**src/rtl/shift_add_multiplier_ctrl.sv**
```systemverilog
// rtl/shift_add_multiplier_ctrl.sv - sequential shift-and-add unsigned multiplier controller

// N-bit ripple-carry adder shared by the multiplier datapath
module sam_rca_adder #(
   parameter int N = 8
) (
   input  logic [N-1:0] a,
   input  logic [N-1:0] b,
   output logic [N-1:0] s,
   output logic         overflow
);

   logic [N:0] w_carry;

   // bit-serial carry chain, no carry-in
   always_comb begin
      w_carry    = '0;
      s          = '0;
      w_carry[0] = 1'b0;
      for (int i = 0; i < N; i++) begin
         s[i]         = a[i] ^ b[i] ^ w_carry[i];
         w_carry[i+1] = (a[i] & b[i]) | (a[i] & w_carry[i]) | (b[i] & w_carry[i]);
      end
      overflow = w_carry[N];
   end

endmodule

// radix-2 shift-and-add FSM: one adder pass per multiplier bit
module shift_add_multiplier_ctrl #(
   parameter  int N  = 8,
   localparam int CW = $clog2(N + 1)
) (
   input  logic           clk,
   input  logic           rst,
   input  logic           in_valid,
   output logic           in_ready,
   input  logic [N-1:0]   a,
   input  logic [N-1:0]   b,
   output logic           out_valid,
   input  logic           out_ready,
   output logic [2*N-1:0] product,
   output logic           busy
);

   localparam logic [1:0] S_IDLE = 2'd0;
   localparam logic [1:0] S_CALC = 2'd1;
   localparam logic [1:0] S_DONE = 2'd2;

   logic [1:0]    r_state;
   logic [N-1:0]  r_md;
   logic [N-1:0]  r_acc;
   logic [N-1:0]  r_mq;
   logic [CW-1:0] r_cnt;

   logic [N-1:0]  w_sum;
   logic          w_ovf;

   // adder result is only consumed in CALC; outside it the inputs may wander freely
   sam_rca_adder #(.N(N)) u_adder (
      .a        (r_acc),
      .b        (r_md),
      .s        (w_sum),
      .overflow (w_ovf)
   );

   assign in_ready  = (r_state == S_IDLE);
   assign out_valid = (r_state == S_DONE);
   assign busy      = (r_state != S_IDLE);
   assign product   = {r_acc, r_mq};

   // operand capture, N shift/add steps, then hold the result until taken
   always_ff @(posedge clk) begin
      if (rst) begin
         r_state <= S_IDLE;
         r_md    <= '0;
         r_acc   <= '0;
         r_mq    <= '0;
         r_cnt   <= '0;
      end else begin
         case (r_state)
            S_IDLE: begin
               if (in_valid) begin
                  r_md    <= a;
                  r_mq    <= b;
                  r_acc   <= '0;
                  r_cnt   <= '0;
                  r_state <= S_CALC;
               end
            end
            S_CALC: begin
               // carry lands in acc MSB on the shift, so the 2N-bit product never overflows
               if (r_mq[0]) begin
                  {r_acc, r_mq} <= {w_ovf, w_sum, r_mq[N-1:1]};
               end else begin
                  {r_acc, r_mq} <= {1'b0, r_acc, r_mq[N-1:1]};
               end
               r_cnt <= r_cnt + 1'b1;
               if (r_cnt == CW'(N - 1)) begin
                  r_state <= S_DONE;
               end
            end
            S_DONE: begin
               // acc/mq are held so product keeps the last result after returning to IDLE
               if (out_ready) begin
                  r_state <= S_IDLE;
               end
            end
            default: begin
               r_state <= S_IDLE;
            end
         endcase
      end
   end

endmodule

```
**config.mk**
```make
export PLATFORM = sky130hd
export DESIGN_NAME = shift_add_multiplier_ctrl
export DESIGN_NICKNAME = d
export VERILOG_FILES = /design/src/rtl/shift_add_multiplier_ctrl.sv
export SDC_FILE = /design/constraint.sdc
export NUM_CORES = 1
export LEC_CHECK = 0
export CORE_ASPECT_RATIO = 0.5
export CORE_UTILIZATION = 35
export DETAILED_ROUTE_END_ITERATION = 8
export GPL_TIMING_DRIVEN = 0
export SYNTH_ARGS = -nofsm -noshare
export SYNTH_HDL_FRONTEND = slang
export SYNTH_SLANG_ARGS = --single-unit
```
**constraint.sdc**
```tcl
create_clock -name clk -period 4.65 [get_ports clk]
set_clock_uncertainty 0.05 [all_clocks]
set_input_delay 1.395 -clock clk [delete_from_list [all_inputs] [get_ports clk]]
set_output_delay 1.395 -clock clk [all_outputs]
set_load 0.005 [all_outputs]
```
---- Word level (Yosys, flattened, before mapping) ----
Cells that the tools add are included.
cells by class
  $add $sub $neg .......................... 1
  equal/unequal tests ..................... 6
  mux-type cells .......................... 12
  bitwise operators ....................... 51
  reduce and logical (&&, ||, !) cells .... 6
operators by type and width
  operator             count
  $mux 8               4
  $pmux 8 s2           2
  $and 1x1->1          22
  $xor 1x1->1          15
  $or 1x1->1           14
  $pmux 4 s2           1
  $mux 2               3
  $pmux 2 s3           1
  $add 4x1->4 const B  1
  $eq 4x3->1 const B   1
  $mux 4               1
  $ne 2x2->1 const B   2
  $reduce_and 2->1     2
  $reduce_bool 2->1    2
  $reduce_and 3->1     1
  $eq 2x1->1 const B   1
  $eq 2x2->1 const B   1
  $logic_not 2->1      1
  $ne 2x1->1 const B   1
word-level totals
  bits in registers ....................... 30
  bits of input ports ..................... 20
  output and inout port bits .............. 19

---- Longest topological paths before layout ----
Gate-level depths: netlist (run 1).
  word-level depth ........................ 24
  gate-level depth with buffers ........... 11

---- Hierarchy ----
A second synthesis (run 1) with hierarchy kept.
second synthesis, totals
  cells, all modules ...................... 174
  area total of the unflattened synthesis .. 1541.5 um^2
by module, submodules not included
  module                     times used  cells each  area an instance (um^2)
  shift_add_multiplier_ctrl  1           161         1370.1
  sam_rca_adder              1           13          171.4

---- Least setup slack after synthesis (run 1) ----
OpenSTA, ideal clock, no wires.
  path kind ............................... reg2reg
  from .................................... register r_acc[0]
  to ...................................... register r_acc[6]
  library setup time ...................... 0.134 ns
  arrival time ............................ 3.589 ns
  required time ........................... 4.466 ns
  slack ................................... 0.877 ns
  cell stages (with the launch flop) ...... 12
  clock period less this slack ............ 3.773 ns
  cell sequence ........................... dfxtp_1 -> ha_1 -> fa_1 -> fa_1 -> fa_1 -> fa_1 -> fa_1 -> fa_1 -> fa_1 -> mux2_2 -> nand2_1 -> a21oi_1
on the way
  word-level cells in the longest chain between the ends .. 22
  elaborated cells between the ends (all ways) .. 28
  those cells by class .................... 2 x mux; 26 x bitwise
RTL lines
  item                    RTL line  RTL
  from (decl)             52        logic [N-1:0] r_acc;
  from (signal assigned)  94        {r_acc, r_mq} <= {w_ovf, w_sum, r_mq[N-1:1]};
  from (signal assigned)  96        {r_acc, r_mq} <= {1'b0, r_acc, r_mq[N-1:1]};
  $and 1x1->1 (*)         22        w_carry[i+1] = (a[i] & b[i]) | (a[i] & w_carry[i]) | (b[i] & w_carry[i]);
  $and 1x1->1             22
  $or 1x1->1              22
  $or 1x1->1 (*)          22
  $and 1x1->1             22
  $or 1x1->1              22
  $or 1x1->1 (*)          22
  $and 1x1->1             22
  [6 not listed]          -
  $or 1x1->1              22
  $or 1x1->1 (*)          22
  $and 1x1->1             22
  $or 1x1->1              22
  $or 1x1->1 (*)          22
  $xor 1x1->1 (*)         21        s[i] = a[i] ^ b[i] ^ w_carry[i];
  $mux 8 (*)              93        if (r_mq[0]) begin
  $pmux 8 s2 (*)          81        case (r_state)
Mark *: on every way between the ends. The rest lies on a longest branch, timed or not.
A chain may end at the register's enable or synchronous reset.

---- Worst setup path after layout (run 1) ----
Ends and elaborated chain as after synthesis.

==> flow_summary.json, run 1 <==
{
  "wl_per_cell_um": 13.3,
  "initial_utilization": 0.388,
  "core_um2": 4140,
  "tns_ns": 0,
  "yosysSeqAreaShare": 0.373,
  "grt_antenna_before_repair": 0,
  "powerDensity_nw_per_um2": 291,
  "clock_latency_ns": 0.28,
  "syn_inst": 167,
  "hpwl_mm": 2.51,
  "ir_drop_mv": 0.108,
  "period_needed_ns": 3.96,
  "fin_nets": 240,
  "setup_viol": 0,
  "arrival_ns": 4.06,
  "vias": 1282,
  "synth_cell_types": 34,
  "synth.area.top_cells": "dfxtp_1 (37%), fa_1 (8.7%), nand2_1 (6.1%)",
  "grt_pass1_vias": 1258,
  "gp_congestion": 0.749,
  "path_clk_slew_ns": 0.07,
  "startpoint_type": "register",
  "timing.final.crit_share": 0.851,
  "h-tree-depth": 2,
  "slew_viol_final": 0,
  "crit_type": "reg -> reg",
  "ctsHoldBuffers": 0,
  "area_growth_pct": 33.1,
  "path_buf_inv": 0,
  "wl_mm": 3.53,
  "drtIter0Drc": 43,
  "power.total_w": 0.000624,
  "viasPerCell": 4.82,
  "drc": 3,
  "rsz0062_at_grt": "no",
  "power_leakage_nw": 0.787,
  "path_delay_family": "adder cells",
  "cts.path.max_buffers": 2,
  "yosysTopAreaCell": "dfxtp_1",
  "cts_tree": "built",
  "synth_top_area_frac": 0.373,
  "path_cells": "ha_1 -> fa_1 -> fa_1 -> fa_1 -> fa_1 -> fa_1 -> fa_1 -> fa_1 -> mux2_2 -> nand2_1 -> a21oi_1",
  "critPathMaxFanout": 4,
  "maxCapViolations": 0,
  "synth_fp_nets": 196,
  "outcome": "finished, violations left",
  "ant_nets": 0,
  "violations": "design-rule violations",
  "cts.sinks": 30,
  "io_buffers": 37,
  "diodes": 0,
  "clockRootBuffer": "clkbuf_8",
  "crit_required_ns": 4.75,
  "die_h_um": 49.9,
  "gr-total-overflow": 0,
  "worstMarginPinSlew_ns": 0.714,
  "avgSynthCellArea_um2": 9.63,
  "syn-cell-area_um2": 1610,
  "cpPeakStageDelay_ns": 0.43,
  "relSlewSlack": 0.524,
  "grt_use_total": 0.162,
  "grt_max_degree": 11,
  "setup_ws_ns": 0.694,
  "critical_path.endpoint_type": "register",
  "clock.fmax_mhz": 253,
  "cp_common_cell": "fa_1",
  "fin_util": 0.517,
  "hold_class": "reg -> reg",
  "synth_seq_cells": 30,
  "hold_viol_final": 0,
  "place_ws_ns": 0.703,
  "numCtsBuffers": 5,
  "ctsResizeCount": 0,
  "die_w_um": 97.9,
  "hold_ws_ns": 0.417,
  "rows": 16,
  "grt_first_pass_wirelength_mm": 6.10,
  "ys_warn_count": 0,
  "firstDrtPassIters": 6,
  "slowest_stage": "fa_1",
  "drive_above_1_share": 0.226,
  "ios": 39,
  "post-cts-setup-buffer-count": 0,
  "dieArea_um2": 4890
}
-- cells in the mapped netlist (all sizes together) --
| library cell | n |
|---|---|
| nand2b | 2 |
| mux2 | 7 |
| nor3b | 1 |
| a31oi | 2 |
| mux2i | 1 |
| or3b | 1 |
| dfxtp | 30 |
| buf | 9 |
| a211oi | 1 |
| nor3 | 8 |
| o21ai | 1 |
| o21bai | 1 |
| nand3 | 11 |
| nor2 | 17 |
| a22oi | 1 |
| nand2 | 26 |
| ha | 2 |
| a21oi | 18 |
| fa | 7 |
| or3 | 2 |
| and2b | 1 |
| inv | 1 |
| clkbuf | 4 |
| nor2b | 2 |
| or2 | 1 |
| nand3b | 2 |
| nor4 | 8 |
-- registers in the layout, summed over array words and instances (netlist names) --
name	cells
r_md	8
r_mq	8
r_acc	8
r_state	2
r_cnt	4
-- kinds of logic (layout without fill, tap and decap cells) --
logic type	Yosys count	count (layout)	synth area share
muxes	8	8	0.0552
and+or+nand+nor	82	82	0.299
buffers and inverters	14	59	0.0700
DFF	30	30	0.373
AOI/OAI and AO/OA	24	24	0.0995
adders and majority gates	9	9	0.103
-- worst register-to-register path, cell delays in order, from the launching register on --
cell,delay (ns)
dfxtp_1,0.34
ha_1,0.22
fa_1,0.38
fa_1,0.38
fa_1,0.39
fa_1,0.40
fa_1,0.41
fa_1,0.41
fa_1,0.43
mux2_2,0.27
nand2_1,0.07
a21oi_1,0.07
-- metrics by stage --
step	instances	instance area, um^2
after CTS	266	2140
final	266	2140
after global routing	266	2140
after global placement	258	2050
after floorplan	167	1610
after detailed placement	258	2050
-- power breakdown --
| group | total [W] | switching (W) | internal, W |
|---|---|---|---|
| combinational | 0.000116 | 0.0000549 | 0.0000615 |
| sequential | 0.000282 | 0.0000108 | 0.000271 |
| clock | 0.000226 | 0.000107 | 0.000119 |
| total | 0.000624 | 0.000173 | 0.000451 |
-- cell usage in the layout, fill, tap and decap left out, types with 3 or more instances in the layout --
master,netlist,routed
nor3_1,8,8
nand3_2,8,8
fa_1,7,7
nand2_1,26,26
nor2_1,14,14
clkbuf_1,4,4
nor4_1,5,5
dfxtp_1,30,30
nor2_4,3,3
mux2_2,7,7
nor4_2,3,3
nand3_1,3,3
clkdlybuf4s50_1,0,37
a21oi_1,10,10
a21oi_2,8,8
buf_6,5,5
clkbuf_8,0,6
-- layout make-up --
| class | instances | area [um^2] |
|---|---|---|
| clock buffer | 6 | 82.6 |
| tap | 54 | 67.6 |
| fill | 398 | 2000 |
| inverter | 1 | 3.75 |
| timing repair buffer | 37 | 370 |
| clock inverter | 2 | 12.5 |
| sequential | 30 | 601 |
| multi-input combinational | 123 | 896 |
| buffer | 13 | 109 |
-- path summary, 6_finish.rpt --
path                 start       end  slack [ns]  cells past startpoint
setup / recovery  r_acc[0]  r_acc[6]        0.69                     11
setup reg to reg  r_acc[0]  r_acc[6]        0.69                     11
hold reg to reg    r_md[0]   r_md[0]        0.42                      2
hold / removal     r_md[0]   r_md[0]        0.42                      2
-- metal layers --
layer  track usage  wire, um  up-vias  share of wire
li1              -         -      656              -
met1         0.212      1770      596           0.50
met2         0.258      1590       28           0.45
met3        0.0482       157        2          0.045
met4        0.0455         8        0         0.0023
met5             0         0        -              0
(Power assumes the default switching activity.)
==> run 2: changes to the inputs <==
Settings changed: DONT_BUFFER_PORTS set to 1.
==> run 2 against run 1 <==
Against the previous run:
- die area unchanged
- wire length down 6.0%
- the run still ends with design-rule violations left
- via count down 11%
- highest routed layer unchanged
- flip-flop and latch count unchanged
- first-iteration DRC count down 42%
- critical endpoint unchanged
==> flow_summary.json, run 2 (synthesis results as in run 1) <==
{
  "outcome": "finished, violations left",
  "violations": "design-rule violations",
  "clock_latency_ns": 0.28,
  "cts_tree": "built",
  "p_clk_frac": 0.429,
  "arrival_ns": 4.05,
  "startpoint_type": "register",
  "wl_per_cell_um": 14.5,
  "holdPathStages": 2,
  "ir_drop_mv": 0.109,
  "vias": 1136,
  "swShare": 0.256,
  "worstMarginPinSlew_ns": 0.706,
  "cts.sinks": 30,
  "switchingPower_w": 0.000164,
  "cp_common_cell": "fa_1",
  "core_um2": 4140,
  "grt_use_total": 0.152,
  "ant_nets": 0,
  "drc": 3,
  "initial_utilization": 0.388,
  "power_leakage_nw": 0.660,
  "die_h_um": 49.9,
  "timing.rr.start": "r_acc[0]",
  "min_to": "r_md[0]",
  "critical_path.endpoint_type": "register",
  "wl_mm": 3.32,
  "wl_met2_mm": 1.44,
  "combPwrFrac": 0.128,
  "viasPerCell": 4.98,
  "rows": 16,
  "ctsHoldBuffers": 0,
  "rr_worst_depth": 11,
  "dr.max_layer_used": "met4",
  "routed-wl-met3_um": 217,
  "grt_max_degree": 11,
  "seqPwrFrac": 0.443,
  "drtIter0Drc": 25,
  "cts.path.max_buffers": 2,
  "hold_viol_final": 0,
  "crit_type": "reg -> reg",
  "hold_ws_ns": 0.422,
  "internal_power_w": 0.000476,
  "gp_congestion": 0.771,
  "setup_viol": 0,
  "rsz0062_at_grt": "no",
  "clockRootBuffer": "clkbuf_8",
  "r2r_end": "r_acc[6]",
  "h-tree-depth": 2,
  "drive_above_1_share": 0.270,
  "timing.final.crit_share": 0.850,
  "maxCapViolations": 0,
  "critPathMaxFanout": 4,
  "hold_class": "reg -> reg",
  "cpPeakStageDelay_ns": 0.44,
  "io_buffers": 0,
  "clock.fmax_mhz": 253,
  "tns_ns": 0,
  "grt_first_pass_wirelength_mm": 5.66,
  "final_common_cell": "dfxtp_1",
  "ctsResizeCount": 0,
  "top_regs": "r_acc: 8 flops, r_md: 8 flops, r_mq: 8 flops",
  "worstHoldStart": "r_md[0]",
  "slowest_stage": "fa_1",
  "powerDensity_nw_per_um2": 358,
  "grt_antenna_before_repair": 0,
  "dieArea_um2": 4890,
  "path_cells": "ha_1 -> fa_1 -> fa_1 -> fa_1 -> fa_1 -> fa_1 -> fa_1 -> fa_1 -> mux2_2 -> nand2_1 -> a21oi_1",
  "crit_required_ns": 4.75,
  "grt_pass1_vias": 1159,
  "die_w_um": 97.9,
  "r2r_setup_slack_ns": 0.70,
  "firstDrtPassIters": 6,
  "ios": 39,
  "post-cts-setup-buffer-count": 0,
  "fin_nets": 203,
  "layout_common_cells": "dfxtp_1 (30), nand2_1 (26), nor2_1 (14)",
  "relSlewSlack": 0.530,
  "period_needed_ns": 3.95,
  "n_fill_cell": 417,
  "diodes": 0,
  "area_growth_pct": 11.2,
  "slew_viol_final": 0,
  "numCtsBuffers": 5,
  "drt-met1-wl_mm": 1.65,
  "hpwl_mm": 2.36,
  "gr-total-overflow": 0,
  "path_clk_slew_ns": 0.07
}
run 2: worst max-delay path: cells and delay by family (launching register included):
kind                     cells  cell delay (ns)
multiplexers                 1             0.27
flip-flops                   1             0.35
AND/OR/NAND/NOR              1             0.06
adder cells (fa/ha/maj)      8             3.03
AO/OA/AOI/OAI                1             0.07
run 2: worst max path at each step:
stage / from / end / slack (ns) / depth (start not counted)
after floorplan: r_acc[0] / r_acc[6] / 0.88 / 11
after global placement: r_acc[0] / r_acc[6] / 0.69 / 11
after detailed placement: r_acc[0] / r_acc[6] / 0.70 / 11
after CTS: r_acc[0] / r_acc[6] / 0.67 / 11
after global routing: r_acc[0] / r_acc[6] / 0.57 / 11
final: r_acc[0] / r_acc[6] / 0.70 / 11
run 2: per-stage QoR:
| step | setup WS, ns | instance area [um^2] | total power, W | std cells | util |
|---|---|---|---|---|---|
| final | 0.698 | 1790 | 0.000640 | 228 | 0.432 |
| after floorplan | 0.877 | 1610 | 0.000354 | 167 | - |
| after global routing | 0.566 | 1790 | 0.000668 | 228 | 0.432 |
| after CTS | 0.672 | 1790 | 0.000647 | 228 | 0.432 |
| after global placement | 0.693 | 1680 | 0.000371 | 221 | 0.405 |
| after detailed placement | 0.703 | 1680 | 0.000373 | 221 | 0.405 |
run 2: final cells by class:
type | instances | area (um^2) | share of cell area
plain buffers | 13 | 109 | 0.0608
clock buffers | 6 | 82.6 | 0.0462
clock inverters | 1 | 30.0 | 0.0168
inverters | 1 | 3.75 | 0.00210
multi-input cells | 123 | 896 | 0.501
flip-flops and latches | 30 | 601 | 0.336
well taps | 54 | 67.6 | 0.0378
run 2: power by group through the flow:
stage | registers (W) | clock network, W | logic, W
floorplan | 0.000286 | 0 | 0.0000679
global placement | 0.000289 | 0 | 0.0000815
detailed placement | 0.000289 | 0 | 0.0000833
CTS | 0.000284 | 0.000280 | 0.0000834
global route | 0.000286 | 0.000290 | 0.0000925
finish | 0.000283 | 0.000275 | 0.0000820
run 2: layer usage:
layer  track usage  vias to the layer above
met4        0.0455                        0
met2         0.234                       23
met3        0.0667                        2
met5             0                        -
li1              -                      584
met1         0.192                      527
